## src/rtl/imem_loader.sv

```systemverilog
// Instruction-memory program loader: receives a length-prefixed big-endian byte stream,
// writes the words, verifies a byte checksum, zero-fills the remainder, then releases the CPU.
module imem_loader #(
    parameter int unsigned ADDR_W = 8
) (
    input  logic              clk,
    input  logic              reset,
    input  logic              start,
    input  logic [7:0]        rx_data,
    input  logic              rx_valid,
    output logic              rx_ready,
    output logic              imem_we,
    output logic [ADDR_W-1:0] imem_addr,
    output logic [31:0]       imem_wdata,
    output logic              cpu_reset,
    output logic              busy,
    output logic              done,
    output logic              error
);

    localparam int unsigned     Depth    = 1 << ADDR_W;
    localparam logic [ADDR_W:0] DepthCnt = (ADDR_W + 1)'(Depth);
    localparam logic [ADDR_W:0] LastAddr = (ADDR_W + 1)'(Depth - 1);

    localparam logic [2:0] StIdle  = 3'd0;
    localparam logic [2:0] StLenHi = 3'd1;
    localparam logic [2:0] StLenLo = 3'd2;
    localparam logic [2:0] StData  = 3'd3;
    localparam logic [2:0] StCsum  = 3'd4;
    localparam logic [2:0] StClear = 3'd5;
    localparam logic [2:0] StDone  = 3'd6;
    localparam logic [2:0] StError = 3'd7;

    logic [2:0]        state_q, state_d;
    logic [7:0]        len_hi_q, len_hi_d;
    logic [ADDR_W:0]   n_q, n_d;
    logic [ADDR_W:0]   cnt_q, cnt_d;
    logic [1:0]        bcnt_q, bcnt_d;
    logic [31:0]       asm_q, asm_d;
    logic [7:0]        csum_q, csum_d;

    logic              rx_ready_q, rx_ready_d;
    logic              imem_we_q, imem_we_d;
    logic [ADDR_W-1:0] imem_addr_q, imem_addr_d;
    logic [31:0]       imem_wdata_q, imem_wdata_d;
    logic              cpu_reset_q, cpu_reset_d;
    logic              busy_q, busy_d;
    logic              done_q, done_d;
    logic              error_q, error_d;

    logic              accept;
    logic [15:0]       len_new;
    logic [31:0]       word_new;
    logic [ADDR_W:0]   cnt_inc;

    assign accept   = rx_valid & rx_ready_q;
    assign len_new  = {len_hi_q, rx_data};
    assign word_new = {asm_q[23:0], rx_data};
    assign cnt_inc  = cnt_q + 1'b1;

    always_comb begin
        state_d      = state_q;
        len_hi_d     = len_hi_q;
        n_d          = n_q;
        cnt_d        = cnt_q;
        bcnt_d       = bcnt_q;
        asm_d        = asm_q;
        csum_d       = csum_q;
        imem_we_d    = 1'b0;
        imem_addr_d  = imem_addr_q;
        imem_wdata_d = imem_wdata_q;
        cpu_reset_d  = cpu_reset_q;
        busy_d       = busy_q;
        done_d       = done_q;
        error_d      = error_q;

        case (state_q)
            StIdle, StDone, StError: begin
                if (start) begin
                    state_d     = StLenHi;
                    busy_d      = 1'b1;
                    done_d      = 1'b0;
                    error_d     = 1'b0;
                    cpu_reset_d = 1'b1;
                    cnt_d       = '0;
                    bcnt_d      = '0;
                    csum_d      = '0;
                end
            end
            StLenHi: begin
                if (accept) begin
                    len_hi_d = rx_data;
                    state_d  = StLenLo;
                end
            end
            StLenLo: begin
                if (accept) begin
                    if (len_new == 16'd0 || 32'(len_new) > Depth) begin
                        state_d = StError;
                        busy_d  = 1'b0;
                        error_d = 1'b1;
                    end else begin
                        n_d     = len_new[ADDR_W:0];
                        state_d = StData;
                    end
                end
            end
            StData: begin
                if (accept) begin
                    asm_d  = word_new;
                    csum_d = csum_q + rx_data;
                    bcnt_d = bcnt_q + 2'd1;
                    if (bcnt_q == 2'd3) begin
                        imem_we_d    = 1'b1;
                        imem_addr_d  = cnt_q[ADDR_W-1:0];
                        imem_wdata_d = word_new;
                        cnt_d        = cnt_inc;
                        if (cnt_inc == n_q) begin
                            state_d = StCsum;
                        end
                    end
                end
            end
            StCsum: begin
                if (accept) begin
                    if (rx_data != csum_q) begin
                        state_d = StError;
                        busy_d  = 1'b0;
                        error_d = 1'b1;
                    end else if (n_q == DepthCnt) begin
                        state_d     = StDone;
                        busy_d      = 1'b0;
                        done_d      = 1'b1;
                        cpu_reset_d = 1'b0;
                    end else begin
                        // First zero-fill write goes out alongside entry to CLEAR.
                        state_d      = StClear;
                        cnt_d        = n_q;
                        imem_we_d    = 1'b1;
                        imem_addr_d  = n_q[ADDR_W-1:0];
                        imem_wdata_d = '0;
                    end
                end
            end
            StClear: begin
                // cnt_q is the address whose write is on the outputs this cycle.
                if (cnt_q == LastAddr) begin
                    state_d     = StDone;
                    busy_d      = 1'b0;
                    done_d      = 1'b1;
                    cpu_reset_d = 1'b0;
                end else begin
                    cnt_d        = cnt_inc;
                    imem_we_d    = 1'b1;
                    imem_addr_d  = cnt_inc[ADDR_W-1:0];
                    imem_wdata_d = '0;
                end
            end
            default: begin
                state_d = StIdle;
            end
        endcase

        rx_ready_d = (state_d == StLenHi) || (state_d == StLenLo) ||
                     (state_d == StData)  || (state_d == StCsum);
    end

    always_ff @(posedge clk or negedge reset) begin
        if (!reset) begin
            state_q      <= StIdle;
            len_hi_q     <= '0;
            n_q          <= '0;
            cnt_q        <= '0;
            bcnt_q       <= '0;
            asm_q        <= '0;
            csum_q       <= '0;
            rx_ready_q   <= 1'b0;
            imem_we_q    <= 1'b0;
            imem_addr_q  <= '0;
            imem_wdata_q <= '0;
            cpu_reset_q  <= 1'b1;
            busy_q       <= 1'b0;
            done_q       <= 1'b0;
            error_q      <= 1'b0;
        end else begin
            state_q      <= state_d;
            len_hi_q     <= len_hi_d;
            n_q          <= n_d;
            cnt_q        <= cnt_d;
            bcnt_q       <= bcnt_d;
            asm_q        <= asm_d;
            csum_q       <= csum_d;
            rx_ready_q   <= rx_ready_d;
            imem_we_q    <= imem_we_d;
            imem_addr_q  <= imem_addr_d;
            imem_wdata_q <= imem_wdata_d;
            cpu_reset_q  <= cpu_reset_d;
            busy_q       <= busy_d;
            done_q       <= done_d;
            error_q      <= error_d;
        end
    end

    assign rx_ready   = rx_ready_q;
    assign imem_we    = imem_we_q;
    assign imem_addr  = imem_addr_q;
    assign imem_wdata = imem_wdata_q;
    assign cpu_reset  = cpu_reset_q;
    assign busy       = busy_q;
    assign done       = done_q;
    assign error      = error_q;

endmodule

```

## config.mk

```make
export PLATFORM = sky130hd
export DESIGN_NAME = imem_loader
export DESIGN_NICKNAME = d
export VERILOG_FILES = /design/src/rtl/imem_loader.sv
export SDC_FILE = /design/constraint.sdc
export NUM_CORES = 1
export LEC_CHECK = 0
export ABC_AREA = 1
export BUFFER_PORTS_ARGS = -buffer_cell sky130_fd_sc_hd__buf_2
export CAP_MARGIN = 20
export CORE_MARGIN = 10
export CORE_UTILIZATION = 50
export DETAILED_ROUTE_END_ITERATION = 10
export PLACE_DENSITY_LB_ADDON = 0.05
export SYNTH_ARGS = -nofsm -noshare
export SYNTH_HDL_FRONTEND = slang
export SYNTH_SLANG_ARGS = --single-unit
export TNS_END_PERCENT = 100
```

## constraint.sdc

```tcl
create_clock -name clk -period 2.1 [get_ports clk]
set_input_delay 0.105 -clock clk [delete_from_list [all_inputs] [get_ports clk]]
set_output_delay 0.105 -clock clk [all_outputs]
set_load 0.02 [all_outputs]
```

==> flow_metrics.py, run 1 <==
metrics = {
    "final_layout": {
        "area_delta_synth_final_pct": 35.1,
        "fill_cells": 827,
        "final_cell_mix": "nand2_1, dfrtp_1, buf_2",
        "final_common_cell": "nand2_1",
        "drive_gt1_share_pct": 33.5,
        "antenna_cells": 0,
        "utilization_pct": 69.7,
        "nNetsFinal": 800,
        "seq_area_um2": 2730,
        "multi_input_area_um2": 2790,
    },
    "routing": {
        "vias": 5014,
        "wirelength_mm": 15.5,
        "ant_nets": 0,
        "drt_iter0_markers": 373,
        "via_per_inst": 5.47,
        "drc_errors": 0,
        "routedWlPerCell_um": 16.9,
        "drt_pass1_iterations": 5,
    },
    "grt": {
        "grt_max_degree": 47,
        "overflow": 0,
        "grt_pass1_vias": 4877,
        "grt_usage_pct": 20.0,
        "grt_pass1_wl_mm": 24.4,
        "antenna_found_initial": 0,
    },
    "placement": {
        "port_buffers": 57,
        "gp_congestion": 0.905,
        "dp_hpwl_mm": 10.1,
    },
    "critical_path": {
        "crit_type": "flop to flop",
        "required_ns": 2.38,
        "regToRegStartpoint": "cnt_q[1]",
        "cp_num_cells": 18,
        "worst_setup_path_start_kind": "flop",
        "crit_path_frequent_cell": "nand2_1",
        "cp_cell_sequence": "ha_2, nand2_2, inv_2, nand2_4, nor2_4, ha_4, nand2_1, inv_1, nor2_1, nand2_1, nor2_1, nand3_1, nor2_2, nand3_1, nand2_2, nand3_4, o21ai_2, nand2_1",
        "r2r_cells": 18,
        "cp-end-kind": "flop",
        "cp_top_family": "simple AND/OR/NAND/NOR gates",
        "slowest_delay_ns": 0.38,
        "worst-path-buf-inv": 2,
        "cp_max_fo": 3,
        "r2r_slack_ns": -0.19,
        "rr_endpoint": "rx_ready",
        "critical_path_arrival_ns": 2.57,
        "cpMaxStageDelayCell": "dfrtp_1",
    },
    "status": {
        "violations": "negative hold slack, negative setup slack",
        "outcome": "finished, violations left",
    },
    "clocking": {
        "clk_latency_ns": 0.39,
        "clkTransAtPathRegs_ns": 0.11,
        "ctsHtreeMaxLevel": 3,
        "cts_buffer_depth": 2,
        "cts_tree": "built",
        "cts-buffers-inserted": 9,
        "cts_root_buffer": "clkbuf_8",
        "numClockSinks": 109,
    },
    "timing": {
        "rsz0062_at_grt": "true",
        "max_slew_margin_pct": 61.3,
        "finalSetupTns_ns": -0.710,
        "finClkSkew_ns": 0.0184,
        "fin_hold_ws_ns": -0.00506,
        "worst_slew_pin_slew_ns": 0.575,
        "setup_violations": 19,
        "drv_slew": 0,
        "post-route-min-period_ns": 2.29,
        "hold_viol": 1,
        "finalCritPeriodShare_pct": 109,
        "fin_ws_ns": -0.193,
        "fmax_mhz": 436,
    },
    "floorplan": {
        "initial_utilization_pct": 51.6,
        "die_h_um": 124,
        "rows": 37,
        "pin_count": 58,
        "die-area_um2": 15300,
        "fp.dieW_um": 124,
        "core_um2": 10400,
    },
    "synthesis": {
        "syn_area_per_cell_um2": 8.10,
        "yosysSeqAreaShare_pct": 50.8,
        "syn-cell-area_um2": 5370,
        "ys_ff_latch": 109,
        "async_flop_share_pct": 100,
        "synth_cell_types": 34,
        "ys.flop_type": "dfrtp_1",
        "syn_nets": 686,
        "ys_warn_count": 0,
        "synth_edf_count": 0,
        "synth_cells": 663,
    },
    "flow_run": {
        "drv_cap": 0,
    },
    "power_and_ir_drop": {
        "leakage_nw": 3.57,
        "peakVddDrop_mv": 0.815,
        "p_per_area_nw_per_um2": 1710,
    },
    "hold_path": {
        "min-delay-start": "rx_data[1]",
        "hold_path.class": "input port to flop",
        "hold_depth": 3,
        "holdPathEnd": "imem_wdata[1]",
    },
}
## per-stage QoR
stage	instance area [µm²]	std cells	setup WS, ns	total power, mW	hold slack [ns]
floorplan	5380	663	-0.0505	6.71	-0.191
global placement	6050	870	-0.129	8.31	0.0747
detailed placement	6050	870	-0.183	8.42	0.0822
CTS	7090	915	-0.137	12.1	0.00163
global route	7260	917	-0.332	13.2	0.0277
finish	7260	917	-0.193	12.4	-0.00506
## sequential cells by signal (all words and copies together), names as in the netlist
signal and flops:
n_q 9, len_hi_q 8, cnt_q 9, csum_q 8, imem_we 1, imem_wdata 32
imem_addr 8, rx_ready 1, busy 1, asm_q 24, state_q 3, cpu_reset 1
done 1, bcnt_q 2, error 1
## worst max-delay path by stage
| stage | startpoint | endpoint | slack (ns) |
|---|---|---|---|
| 6_report | cnt_q[1] | rx_ready | -0.19 |
| 5_1_grt | cnt_q[1] | rx_ready | -0.33 |
| 4_1_cts | cnt_q[1] | rx_ready | -0.14 |
| 3_5_place_dp | cnt_q[0] | rx_ready | -0.18 |
| 3_3_place_gp | cnt_q[0] | rx_ready | -0.13 |
| 2_1_floorplan | cnt_q[0] | rx_ready | -0.05 |
## synth_stat cells, types with 3 or more instances
cell type	number	area share, %
inv_1	48	3.4
xnor2_1	4	0.65
nor2_4	3	0.63
nor2_2	4	0.47
nor2_1	38	2.7
o211ai_1	3	0.42
nand2_1	202	14
nand3_1	61	5.7
a21oi_1	16	1.5
buf_4	6	0.84
inv_2	8	0.56
clkbuf_1	13	0.91
dfrtp_1	108	50
o221ai_1	5	0.82
o21ai_0	77	7.2
nand4_1	6	0.70
xor2_1	3	0.49
buf_2	4	0.37
ha_1	10	2.3
o21ai_1	26	2.4
## per-layer routing
metal  GRT usage, %  wire, µm
met5              0         0
met4           6.55       272
met3           3.57       798
met2           32.4      7470
met1           26.8      6970
## area by class of cell
cell class / count / share of cell area (%)
Clock buffer: 12 / 2.14
Tap cell: 136 / 2.34
Sequential cell: 109 / 37.6
Timing Repair Buffer: 129 / 16.3
Multi-Input combinational cell: 472 / 38.4
Clock inverter: 3 / 0.362
Inverter: 56 / 2.93
## worst register-to-register path: stages (launching register included)
cell	delay [ns]
dfrtp_1	0.38
ha_2	0.19
nand2_2	0.06
inv_2	0.08
nand2_4	0.06
nor2_4	0.10
ha_4	0.21
nand2_1	0.06
inv_1	0.04
nor2_1	0.08
nand2_1	0.06
nor2_1	0.08
nand3_1	0.08
nor2_2	0.15
nand3_1	0.11
nand2_2	0.15
nand3_4	0.10
o21ai_2	0.15
nand2_1	0.05
## what timing repair did
action                                  4_1_cts  5_1_grt
gates resized for setup                     123       45
setup buffers                                16        4
hold buffers                                  6        1
gates cloned                                  9        2
pin swaps                                    26       34
hold endpoints to repair                     35        1
endpoints found under the setup margin       52       66
## logic make-up (layout without fill, tap and decap cells)
family	after synthesis	count (layout)	synth area share, %
AND/OR/NAND/NOR	322	322	25.3
AO/OA/AOI/OAI	132	132	13.6
flip-flops	109	109	50.8
buffers and inverters	82	200	6.52
adder cells (fa/ha/maj)	11	11	2.70
XOR/XNOR	7	7	1.14
## report_power, final
| group | switching, mW | total (mW) | internal (mW) |
|---|---|---|---|
| Combinational | 4.24 | 7.52 | 3.28 |
| Clock | 0.742 | 1.25 | 0.505 |
| Sequential | 0.663 | 3.61 | 2.95 |
No activity file was read; power rests on OpenSTA's default activity.
==> run 2, diff against run 1 <==
==> constraint.sdc (replaced) <==
create_clock -name clk -period 2.1 [get_ports clk]
set_input_delay 0.21 -clock clk [delete_from_list [all_inputs] [get_ports clk]]
set_output_delay 0.21 -clock clk [all_outputs]
set_load 0.02 [all_outputs]
==> flow_metrics.py, run 2 (same netlist as run 1, synthesis figures left out) <==
metrics = {
    "timing": {
        "fmax_mhz": 435,
        "finalSetupTns_ns": -2.38,
        "finClkSkew_ns": 0.0140,
        "rsz0062_at_grt": "true",
        "max_slew_margin_pct": 47.7,
        "setup_violations": 46,
        "hold_viol": 0,
        "worst_slew_pin_slew_ns": 0.779,
        "fin_ws_ns": -0.196,
        "finalCritPeriodShare_pct": 109,
        "drv_slew": 0,
        "post-route-min-period_ns": 2.30,
    },
    "routing": {
        "vias": 4948,
        "drc_errors": 0,
        "drt_pass1_iterations": 5,
        "wirelength_mm": 15.3,
        "drt_iter0_markers": 396,
        "ant_nets": 0,
        "via_per_inst": 5.43,
        "routedWlPerCell_um": 16.7,
    },
    "floorplan": {
        "fp.dieW_um": 124,
        "initial_utilization_pct": 51.6,
        "core_um2": 10400,
        "die-area_um2": 15300,
        "rows": 37,
        "pin_count": 58,
        "die_h_um": 124,
    },
    "clocking": {
        "cts_buffer_depth": 2,
        "clkTransAtPathRegs_ns": 0.11,
        "ctsHtreeMaxLevel": 3,
        "cts_tree": "built",
        "clk_latency_ns": 0.38,
        "numClockSinks": 109,
        "cts-buffers-inserted": 9,
        "cts_root_buffer": "clkbuf_8",
    },
    "final_layout": {
        "drive_gt1_share_pct": 31.4,
        "fill_cells": 867,
        "final_cell_mix": "nand2_1, dfrtp_1, o21ai_0",
        "seq_area_um2": 2730,
        "nNetsFinal": 794,
        "area_delta_synth_final_pct": 30.7,
        "largest_reg_flops": 32,
        "antenna_cells": 0,
        "multi_input_area_um2": 2730,
        "final_common_cell": "nand2_1",
        "finalNonFillerCells": 911,
    },
    "power_and_ir_drop": {
        "intPower_mw": 6.07,
        "combPwrFrac_pct": 57.9,
        "peakVddDrop_mv": 0.951,
        "p_per_area_nw_per_um2": 1630,
        "power.switching_mw": 5.35,
        "leakage_nw": 3.56,
        "seqPwrFrac_pct": 31.3,
        "p_sw_share_pct": 46.8,
        "p_total_mw": 11.4,
        "p_clk_share_pct": 10.8,
    },
    "critical_path": {
        "required_ns": 2.38,
        "r2r_cells": 18,
        "cp-end-kind": "flop",
        "cp_max_fo": 3,
        "critical_path_arrival_ns": 2.57,
        "rr_endpoint": "rx_ready",
        "crit_start": "cnt_q[1]",
        "r2r_slack_ns": -0.20,
        "crit_type": "flop to flop",
        "crit_end": "rx_ready",
        "regToRegStartpoint": "cnt_q[1]",
        "worst_setup_path_start_kind": "flop",
    },
    "grt": {
        "grt_usage_pct": 20.1,
        "overflow": 0,
        "grt_pass1_wl_mm": 24.5,
        "grt_pass1_vias": 4820,
        "grt_max_degree": 46,
        "antenna_found_initial": 0,
    },
    "status": {
        "outcome": "finished, violations left",
        "violations": "negative setup slack",
    },
    "hold_path": {
        "hold_path.class": "input port to flop",
    },
    "placement": {
        "dp_slack_ns": -0.206,
        "dp_hpwl_mm": 10.2,
        "gp_congestion": 0.921,
        "dpl.cell_count": 875,
        "port_buffers": 57,
    },
    "flow_run": {
        "drv_cap": 0,
    },
}
-- run 2: per-layer routing --
| layer | vias to the layer above | share of wire (%) | global-route usage (%) |
|---|---|---|---|
| met4 | 0 | 1.5 | 7.21 |
| met1 | 2391 | 44 | 26.7 |
| met2 | 120 | 50 | 32.9 |
| met5 | - | 0 | 0 |
| li1 | 2417 | - | - |
| met3 | 20 | 4.9 | 2.49 |
-- run 2: worst min path at each step --
stage | cells past startpoint | slack, ns | end | start
5_1_grt | 3 | 0.08 | imem_wdata[5] | rx_data[5]
4_1_cts | 3 | 0.08 | imem_wdata[7] | rx_data[7]
6_report | 3 | 0.08 | imem_wdata[5] | rx_data[5]
3_3_place_gp | 1 | 0.19 | imem_we | reset
2_1_floorplan | 0 | -0.09 | asm_q[0] | reset
3_5_place_dp | 1 | 0.20 | imem_we | reset
-- run 2: timing repair --
action / CTS / global route
endpoints found under the setup margin: 52 / 60
cloned: 7 / 0
hold endpoints to repair: 32 / 0
pin swaps: 26 / 47
setup buffers: 14 / 5
hold buffers: 1 / 0
gates resized for setup: 59 / 74
-- run 2: area by class of cell --
cell class / instances / share of cell area [%]
clock buffer: 9 / 1.76
inverter: 56 / 3.03
clock inverter: 6 / 0.766
multi-input combinational: 473 / 38.9
timing repair buffer: 122 / 14.3
sequential: 109 / 38.9
tap: 136 / 2.42
-- run 2: stage by stage --
stage	instance area, µm²	hold slack [ns]	utilization, %
finish	7020	0.0835	67.4
global route	7020	0.0832	67.4
CTS	6800	0.0828	65.2
detailed placement	6090	0.199	58.4
global placement	6090	0.190	58.4
floorplan	5380	-0.0856	-
-- run 2: power groups by stage --
stage | clock network, mW | registers (mW) | logic, mW
finish | 1.23 | 3.57 | 6.62
floorplan | 0 | 3.85 | 2.86
CTS | 1.25 | 3.53 | 6.27
global route | 1.32 | 3.67 | 7.20
global placement | 0 | 3.50 | 4.84
detailed placement | 0 | 3.53 | 4.91
-- run 2: critical path, stage by stage, from the launching register on --
cell and delay, ns:
dfrtp_1 0.39, ha_2 0.19, nand2_2 0.07, inv_2 0.04, nand2_2 0.07, nor2_2 0.03
ha_1 0.32, nand2_1 0.08, inv_1 0.04, nor2_1 0.07, nand2_1 0.06, nor2_1 0.10
nand3_1 0.08, nor2_2 0.15, nand3_1 0.10, nand2_2 0.11, nand3_2 0.08, o21ai_1 0.14
nand2_1 0.06
==> run 3, diff against run 2 <==
--- a/config.mk
+++ b/config.mk
@@ -6,12 +6,16 @@
 export NUM_CORES = 1
 export LEC_CHECK = 0
 export ABC_AREA = 1
+export ABC_CLOCK_PERIOD_IN_PS = 2100
 export BUFFER_PORTS_ARGS = -buffer_cell sky130_fd_sc_hd__buf_2
 export CAP_MARGIN = 20
+export CELL_PAD_IN_SITES_DETAIL_PLACEMENT = 1
+export CELL_PAD_IN_SITES_GLOBAL_PLACEMENT = 1
 export CORE_MARGIN = 10
-export CORE_UTILIZATION = 50
+export CORE_UTILIZATION = 40
 export DETAILED_ROUTE_END_ITERATION = 10
 export PLACE_DENSITY_LB_ADDON = 0.05
+export SLEW_MARGIN = 10
 export SYNTH_ARGS = -nofsm -noshare
 export SYNTH_HDL_FRONTEND = slang
 export SYNTH_SLANG_ARGS = --single-unit
==> flow_metrics.py, run 3 (same netlist as run 1, synthesis figures left out) <==
metrics = {
    "critical_path": {
        "worst_setup_path_start_kind": "flop",
        "cp_max_fo": 3,
        "cp_cell_sequence": "ha_2, nand2_2, inv_2, nand2_4, nor2_4, ha_4, nor2_2, nor2_2, nand2_1, nor2_1, nand3_1, nor2_2, nand3_1, nand2_2, nand3_4, o21ai_2, nand2_1",
        "crit_type": "flop to flop",
        "slowest_delay_ns": 0.40,
        "required_ns": 2.35,
        "rr_endpoint": "rx_ready",
        "cp-end-kind": "flop",
        "r2r_cells": 17,
        "r2r_slack_ns": -0.22,
        "critical_path_arrival_ns": 2.57,
        "crit_path_frequent_cell": "nor2_2",
        "cpMaxStageDelayCell": "dfrtp_1",
        "regToRegStartpoint": "cnt_q[0]",
    },
    "grt": {
        "grt_pass1_wl_mm": 30.0,
        "grt_most_used_layer": "met2",
        "grt_pass1_vias": 5669,
        "met3_usage_pct": 2.95,
        "overflow": 0,
        "grt_max_degree": 48,
        "grt_usage_pct": 20.5,
        "antenna_found_initial": 0,
        "grt_util_met2_pct": 36.4,
        "met1_usage_pct": 25.1,
    },
    "status": {
        "outcome": "finished, violations left",
        "violations": "negative setup slack",
    },
    "power_and_ir_drop": {
        "leakage_nw": 3.76,
        "peakVddDrop_mv": 0.644,
        "p_per_area_nw_per_um2": 1730,
    },
    "placement": {
        "dp_hpwl_mm": 11.9,
        "dp_slack_ns": -0.286,
        "gp_congestion": 0.892,
        "port_buffers": 57,
    },
    "clocking": {
        "clk_latency_ns": 0.36,
        "clkTransAtPathRegs_ns": 0.08,
        "ctsHtreeMaxLevel": 3,
        "cts_root_buffer": "clkbuf_16",
        "cts-buffers-inserted": 9,
        "cts_tree": "built",
        "cts_buffer_depth": 2,
        "numClockSinks": 109,
    },
    "timing": {
        "rsz0062_at_grt": "true",
        "max_slew_margin_pct": 41.6,
        "post-route-min-period_ns": 2.32,
        "fmax_mhz": 431,
        "hold_viol": 0,
        "finalCritPeriodShare_pct": 110,
        "finalSetupTns_ns": -0.426,
        "setup_violations": 4,
        "worst_slew_pin_slew_ns": 0.870,
        "finClkSkew_ns": 0.0114,
        "fin_ws_ns": -0.220,
        "drv_slew": 0,
    },
    "final_layout": {
        "drive_gt1_share_pct": 38.8,
        "final_common_cell": "nand2_1",
        "area_delta_synth_final_pct": 42.8,
        "fill_cells": 1537,
        "final_cell_mix": "nand2_1, dfrtp_1, buf_4",
        "antenna_cells": 0,
        "nNetsFinal": 810,
        "largest_reg_flops": 32,
    },
    "routing": {
        "drt_iter0_markers": 336,
        "wirelength_mm": 19.7,
        "via_per_inst": 5.47,
        "drc_errors": 0,
        "vias": 5285,
        "ant_nets": 0,
        "drt_pass1_iterations": 5,
        "routedWlPerCell_um": 20.3,
    },
    "hold_path": {
        "holdPathEnd": "imem_wdata[2]",
        "hold_path.class": "input port to flop",
        "hold_depth": 3,
        "min-delay-start": "rx_data[2]",
    },
    "floorplan": {
        "pin_count": 58,
        "die-area_um2": 18500,
        "initial_utilization_pct": 40.7,
        "die_h_um": 136,
        "rows": 42,
        "core_um2": 13200,
        "fp.dieW_um": 136,
    },
    "flow_run": {
        "drv_cap": 0,
    },
}
run 3: how the worst max path moves through the flow:
stage	slack (ns)	to	startpoint	cells after the start
finish	-0.22	rx_ready	cnt_q[0]	17
global route	-0.40	rx_ready	cnt_q[0]	18
CTS	-0.19	rx_ready	cnt_q[0]	18
detailed placement	-0.29	rx_ready	cnt_q[4]	17
global placement	-0.13	rx_ready	cnt_q[4]	17
floorplan	-0.05	rx_ready	cnt_q[0]	18
run 3: worst max-delay path, delay by kind of cell (launching register included):
| family | cells | cell delay (ns) |
|---|---|---|
| flops | 1 | 0.40 |
| fa+ha+maj | 2 | 0.48 |
| buf+inv | 1 | 0.05 |
| simple gates | 13 | 1.16 |
| compound gates | 1 | 0.15 |
run 3: power by group:
group          switching [mW]  internal [mW]  leakage [nW]
Sequential              0.753           2.95          1.42
Clock                   0.853          0.936         0.144
Combinational            4.70           3.06          2.20
Total                    6.30           6.95          3.76
run 3: layout make-up:
cell class	count	area [µm²]	share of cell area [%]
multi-input combinational	472	3040	39.6
sequential	109	2730	35.6
timing repair buffer	139	1180	15.4
clock buffer	9	225	2.93
tap	176	220	2.87
inverter	56	210	2.74
clock inverter	6	71.3	0.929
run 3: per-stage QoR:
step / total power, mW / instance area [µm²] / utilization [%] / hold slack (ns) / std cells
4_1_cts: 12.2 / 7220 / 54.8 / 0.111 / 966
3_5_place_dp: 8.65 / 6200 / 47.0 / 0.275 / 922
5_1_grt: 14.1 / 7670 / 58.2 / 0.135 / 967
6_report: 13.2 / 7670 / 58.2 / 0.119 / 967
3_3_place_gp: 8.50 / 6200 / 47.0 / 0.271 / 922
2_1_floorplan: 6.71 / 5380 / - / -0.0856 / 663
run 3: repair_timing:
action	CTS	global route
pin swaps	22	32
endpoints found under the setup margin	53	66
hold buffers	1	0
setup buffers	22	4
gates resized for setup	102	124
gates cloned	7	3
endpoints found under the hold margin	45	0
run 3: layer usage:
metal  wire length, µm  part of all wire [%]
met5                 0                     0
met3               764                   3.9
met2             10400                    53
met4               374                   1.9
met1              8110                    41
